===== src/rtl/rr_grant_ctrl.sv =====
// Round-robin grant controller for a shared datapath: registered one-hot grant,
// bounded hold time, and one dead cycle between owners so the shared DFF stage settles.
module rr_grant_ctrl #(
  parameter int N_REQ    = 4,
  parameter int ID_W     = 2,
  parameter int MAX_HOLD = 8,
  parameter int HOLD_W   = 4
) (
  input  logic             clk,
  input  logic             reset,
  input  logic [N_REQ-1:0] req,
  input  logic             done,
  output logic [N_REQ-1:0] gnt,
  output logic             gnt_valid,
  output logic [ID_W-1:0]  gnt_id,
  output logic             timeout,
  output logic             busy
);

  typedef enum logic [1:0] {IDLE, GRANT, RELEASE} state_t;

  typedef struct packed {
    logic            found;
    logic [ID_W-1:0] idx;
  } arb_t;

  state_t            state_q, state_d;
  logic [N_REQ-1:0]  gnt_q, gnt_d;
  logic              gnt_valid_q, gnt_valid_d;
  logic [ID_W-1:0]   gnt_id_q, gnt_id_d;
  logic              timeout_q, timeout_d;
  logic              busy_q, busy_d;
  logic [ID_W-1:0]   ptr_q, ptr_d;
  logic [HOLD_W-1:0] hold_cnt_q, hold_cnt_d;

  arb_t arb;
  logic owner_req;
  logic at_limit;

  // First requester at or after ptr, wrapping modulo N_REQ.
  function automatic arb_t pick(input logic [N_REQ-1:0] r, input logic [ID_W-1:0] p);
    arb_t res;
    int   j;
    res = '0;
    for (int k = 0; k < N_REQ; k++) begin
      j = int'(p) + k;
      if (j >= N_REQ) j = j - N_REQ;
      if (!res.found && r[j]) begin
        res.found = 1'b1;
        res.idx   = j[ID_W-1:0];
      end
    end
    return res;
  endfunction

  function automatic logic [N_REQ-1:0] onehot(input logic [ID_W-1:0] idx);
    logic [N_REQ-1:0] v;
    v      = '0;
    v[idx] = 1'b1;
    return v;
  endfunction

  always_comb begin
    state_d    = state_q;
    gnt_d      = gnt_q;
    gnt_id_d   = gnt_id_q;
    ptr_d      = ptr_q;
    hold_cnt_d = hold_cnt_q;
    timeout_d  = 1'b0;
    arb        = pick(req, ptr_q);
    owner_req  = req[gnt_id_q];
    at_limit   = (hold_cnt_q == HOLD_W'(MAX_HOLD - 1));

    case (state_q)
      IDLE, RELEASE: begin
        if (arb.found) begin
          state_d    = GRANT;
          gnt_d      = onehot(arb.idx);
          gnt_id_d   = arb.idx;
          hold_cnt_d = '0;
        end else begin
          state_d = IDLE;
          gnt_d   = '0;
        end
      end
      GRANT: begin
        if (done || !owner_req || at_limit) begin
          state_d   = RELEASE;
          gnt_d     = '0;
          ptr_d     = (int'(gnt_id_q) == N_REQ - 1) ? '0 : gnt_id_q + 1'b1;
          // done and a dropped request both take precedence over the hold limit
          timeout_d = at_limit && !done && owner_req;
        end else begin
          hold_cnt_d = hold_cnt_q + 1'b1;
        end
      end
      default: begin
        state_d = IDLE;
        gnt_d   = '0;
      end
    endcase

    gnt_valid_d = |gnt_d;
    busy_d      = (state_d != IDLE);
  end

  always_ff @(posedge clk or posedge reset) begin
    if (reset) begin
      state_q     <= IDLE;
      gnt_q       <= '0;
      gnt_valid_q <= 1'b0;
      gnt_id_q    <= '0;
      timeout_q   <= 1'b0;
      busy_q      <= 1'b0;
      ptr_q       <= '0;
      hold_cnt_q  <= '0;
    end else begin
      state_q     <= state_d;
      gnt_q       <= gnt_d;
      gnt_valid_q <= gnt_valid_d;
      gnt_id_q    <= gnt_id_d;
      timeout_q   <= timeout_d;
      busy_q      <= busy_d;
      ptr_q       <= ptr_d;
      hold_cnt_q  <= hold_cnt_d;
    end
  end

  assign gnt       = gnt_q;
  assign gnt_valid = gnt_valid_q;
  assign gnt_id    = gnt_id_q;
  assign timeout   = timeout_q;
  assign busy      = busy_q;

endmodule


===== config.mk =====
export PLATFORM = sky130hd
export DESIGN_NAME = rr_grant_ctrl
export DESIGN_NICKNAME = d
export VERILOG_FILES = /design/src/rtl/rr_grant_ctrl.sv
export SDC_FILE = /design/constraint.sdc
export NUM_CORES = 1
export LEC_CHECK = 0
export ABC_AREA = 1
export CAP_MARGIN = 20
export CORE_UTILIZATION = 52
export DETAILED_ROUTE_END_ITERATION = 7
export PLACE_DENSITY = 0.77
export RECOVER_POWER = 100
export SYNTH_ARGS = -nofsm -noshare
export SYNTH_HDL_FRONTEND = slang
export SYNTH_SLANG_ARGS = --single-unit

===== constraint.sdc =====
create_clock -name clk -period 1.8 [get_ports clk]
set_input_delay 0.18 -clock clk [delete_from_list [all_inputs] [get_ports clk]]
set_output_delay 0.18 -clock clk [all_outputs]
set_load 0.05 [all_outputs]

==> impl_summary.txt <==
----------------------------------------------------
[Status]
  Result of the run ... completed

[Setup path]
  Crit path max-delay family ... simple AND/OR/NAND/NOR gates
  Maximum fanout count along the critical path ... 6
  CP Class ... flip-flop to flip-flop
  Worst stage delay on the critical path ... 0.46 ns
  Worst path cell trace ... buf_4, nand2_1, nand2_1, nand2_2, nand2_4, nor2_4, nand3_2, nand2_4, inv_2, nand2_2, o21bai_2, nor2_1, nand2_1
  Crit-path most repeated cell ... sky130_fd_sc_hd__nand2_1
  Critical path depth ... 13
  Logic depth of the worst register-to-register path ... 13
  Register-to-register path setup slack ... 0.11 ns
  Worst path bufs/invs ... 2
  Data required time at the worst endpoint ... 1.98 ns
  Kind of end point of the critical path ... flip-flop
  Worst path slowest cell ... sky130_fd_sc_hd__dfrtp_2
  Critical Path AT ... 1.87 ns
  Startpoint class of the critical path ... flip-flop

[Clock tree]
  Clock sink count ... 17
  Clock root cell ... sky130_fd_sc_hd__clkbuf_4
  Clock transition at the register clock pins on the worst setup and hold paths after CTS ... 0.09 ns
  Depth of the CTS H-tree ... 1
  Number of clock buffers inserted by TritonCTS ... 3
  Maximum number of buffers from clock root to sink ... 2
  Worst-skew pair later-pin latency ... 0.28 ns
  CTS tree ... built

[Cells and area]
  Antenna Cells ... 0
  Share of layout cells above drive strength 1 ... 25.0%
  Final cell area excluding filler cells ... 0.00132 mm^2
  Share of the core filled with cells in the final layout ... 68.0%
  Area growth from synthesis to layout ... 23.7%
  Final-stage net count ... 178

[Routing]
  Detail-routed via count per cell ... 4.97
  Per-cell routed wire length ... 11.8 um
  Total iterations of the first detailed-routing run ... 4
  Total number of vias ... 970
  Number of DRC markers after the initial detailed-route iteration ... 23
  Total Wirelength ... 2310 um
  Drt drc ... 0
  Post-route antenna net violation count ... 0

[Pwr]
  Power per unit of standard cell area ... 1900 mW/mm^2
  Design internal power ... 1190 uW
  Peak supply drop ... 1.02 mV
  Switching Share ... 52.5%
  Clock Power Share ... 8.0%
  Register share of total power ... 25.2%
  Leakage power figure ... 0.000686 uW
  Fraction of power consumed by combinational cells ... 66.8%
  Total net switching power ... 1320 uW

[Global route]
  First-pass GRT wire length ... 3710 um
  Total grt overflow ... 0
  Largest net degree at the start of global routing ... 18
  Via count of the first global-routing pass ... 878
  Number of antenna violations at the first check in global routing ... 0
  Overall routing resource usage ... 24.1%

[Yosys]
  Dominant cell type by area after synthesis ... sky130_fd_sc_hd__dfrtp_1
  Number of distinct standard cells referenced by the synthesized netlist ... 23
  Post-synthesis cell count ... 143
  Syn Nets ... 152
  Synth Register Bits ... 17
  Proportion of netlist area held by the largest area contributor ... 39.8%
  Most frequent cells after synthesis ... 46 x sky130_fd_sc_hd__nand2_1, 17 x sky130_fd_sc_hd__dfrtp_1, 14 x sky130_fd_sc_hd__inv_1, 13 x sky130_fd_sc_hd__nand2_2, 12 x sky130_fd_sc_hd__nand3_1
  Top-count cell post-synth ... sky130_fd_sc_hd__nand2_1
  Synth Area per Inst ... 7.47 um^2
  Top post-synthesis cells by area ... sky130_fd_sc_hd__dfrtp_1 40%, sky130_fd_sc_hd__nand2_1 16%, sky130_fd_sc_hd__nand2_2 7.6%, sky130_fd_sc_hd__nand3_1 5.6%, sky130_fd_sc_hd__inv_1 4.9%
  Predominant post-synthesis flop cell ... sky130_fd_sc_hd__dfrtp_1
  Warning count from the yosys run ... 0
  Number of synthesized flops with an enable pin ... 0
  Async set-or-reset flop fraction in the synthesized netlist ... 100%
  Sequential fraction of the synthesis area ... 39.8%
  Post-Synthesis Cell Area ... 0.00107 mm^2

[Placement]
  Placed wire-length estimate ... 1830 um
  Cell area after placement ... 0.00127 mm^2
  Port buffer count ... 15
  Post-Place Worst Slack ... -0.0951 ns
  Final weighted congestion in routability-driven placement ... 0.981

[Die]
  Die width ... 47.3 um
  Starting density of the core ... 55.0%
  I/O Pins ... 16
  Overall die height ... 47.3 um
  Total Die Area ... 0.00224 mm^2
  Row cnt ... 16
  Area of the core ... 0.00194 mm^2

[STA]
  Worst relative slew slack ... 57.8%
  Setup violators final ... 0
  Final cycle utilization of the critical path ... 93.7%
  Number of slew-limit violations in the final report ... 0
  Setup slack of the critical path after layout ... 0.113 ns
  Slew of the pin with the lowest slew margin ... 0.632 ns
  Final hold violation count ... 0
  Final critical delay including setup and external delays ... 1.69 ns
  Maximum operating frequency ... 0.593 GHz
  Setup clock skew after layout ... 0.000613 ns

[Min path]
  Path class of the lowest-slack min-delay path ... input pin to asynchronous set/reset pin

[Flow run]
  Max-Cap Viols ... 0

----------------------------------------------------
[registers in the layout, summed over array words and instances, names as in the netlist]
| name | count |
|---|---|
| hold_cnt_q | 4 |
| gnt_valid | 1 |
| ptr_q | 2 |
| state_q | 2 |
| gnt | 4 |
| gnt_id | 2 |
| timeout | 1 |
| busy | 1 |
[per-layer routing]
metal | track usage [%] | wire length, um | part of all wire, %
met4 | 6.86 | 22 | 0.95
met5 | 0 | 0 | 0
met1 | 29.3 | 1060 | 46
met3 | 4.62 | 33 | 1.4
met2 | 43.0 | 1190 | 52
[final timing paths]
kind | start | end
setup / recovery | ptr_q[0] | gnt_valid
hold / removal | reset | hold_cnt_q[3]
hold reg to reg | gnt[1] | gnt[1]
max in group asynchronous | reset | ptr_q[0]
setup reg to reg | ptr_q[0] | gnt_valid
min in group clk | gnt[1] | gnt[1]
[cells by family (layout without fill, tap and decap cells)]
kind of cell / Yosys count / in the layout / share of synthesized area, %
adders and majority gates: 2 / 2 / 2.34
buffers and inverters: 20 / 45 / 7.73
xor gates and xnor gates: 1 / 1 / 0.820
AOI/OAI and AO/OA: 11 / 11 / 6.67
and+or+nand+nor: 92 / 92 / 42.6
DFF: 17 / 17 / 39.8
[worst register-to-register path: stages, from the launching register on]
cell and delay (ns):
sky130_fd_sc_hd__dfrtp_2 0.46, sky130_fd_sc_hd__buf_4 0.17, sky130_fd_sc_hd__nand2_1 0.06, sky130_fd_sc_hd__nand2_1 0.06, sky130_fd_sc_hd__nand2_2 0.09, sky130_fd_sc_hd__nand2_4 0.07, sky130_fd_sc_hd__nor2_4 0.11, sky130_fd_sc_hd__nand3_2 0.11
sky130_fd_sc_hd__nand2_4 0.12, sky130_fd_sc_hd__inv_2 0.07, sky130_fd_sc_hd__nand2_2 0.07, sky130_fd_sc_hd__o21bai_2 0.07, sky130_fd_sc_hd__nor2_1 0.09, sky130_fd_sc_hd__nand2_1 0.05
[cell usage in the layout (no fill, tap or decap), types with 2 or more instances in the layout]
master,instances
sky130_fd_sc_hd__buf_4,6
sky130_fd_sc_hd__clkdlybuf4s50_1,12
sky130_fd_sc_hd__ha_1,2
sky130_fd_sc_hd__clkbuf_1,3
sky130_fd_sc_hd__clkbuf_4,3
sky130_fd_sc_hd__dfrtp_1,15
sky130_fd_sc_hd__nor2_1,10
sky130_fd_sc_hd__nand3_2,5
sky130_fd_sc_hd__nor2_2,2
sky130_fd_sc_hd__nand2_4,3
sky130_fd_sc_hd__nand2_1,46
sky130_fd_sc_hd__dfrtp_2,2
sky130_fd_sc_hd__inv_1,14
sky130_fd_sc_hd__nand3_1,11
sky130_fd_sc_hd__nand2_2,13
sky130_fd_sc_hd__o21ai_0,4
sky130_fd_sc_hd__inv_2,4
[per-stage QoR]
step / hold slack [ns] / instances / setup TNS, ns / power (uW)
after global placement: 0.499 / 188 / 0 / 2200
after floorplan: 0.106 / 143 / 0 / 1840
final: 0.401 / 195 / 0 / 2510
after CTS: 0.275 / 192 / 0 / 2460
after detailed placement: 0.498 / 188 / -0.249 / 2250
after global routing: 0.462 / 195 / -0.00888 / 2730
[timing repair]
item,CTS,global route
hold buffers,0,0
gates resized for setup,0,6
buffers inserted,0,3
setup endpoints to repair,0,2
[power by group through the flow]
stage	registers [uW]	logic, uW	clock network, uW
3_3_place_gp	631	1570	0
6_report	634	1680	200
3_5_place_dp	636	1620	0
5_1_grt	655	1850	224
2_1_floorplan	838	1000	0
4_1_cts	628	1630	207
[area by class of cell]
type	count	area [um^2]
inverter	19	73.8
fill	172	621
multi-input combinational	106	566
tap	27	33.8
timing repair buffer	22	194
clock buffer	4	26.3
sequential	17	428
No activity file was read; power rests on OpenSTA's default activity.
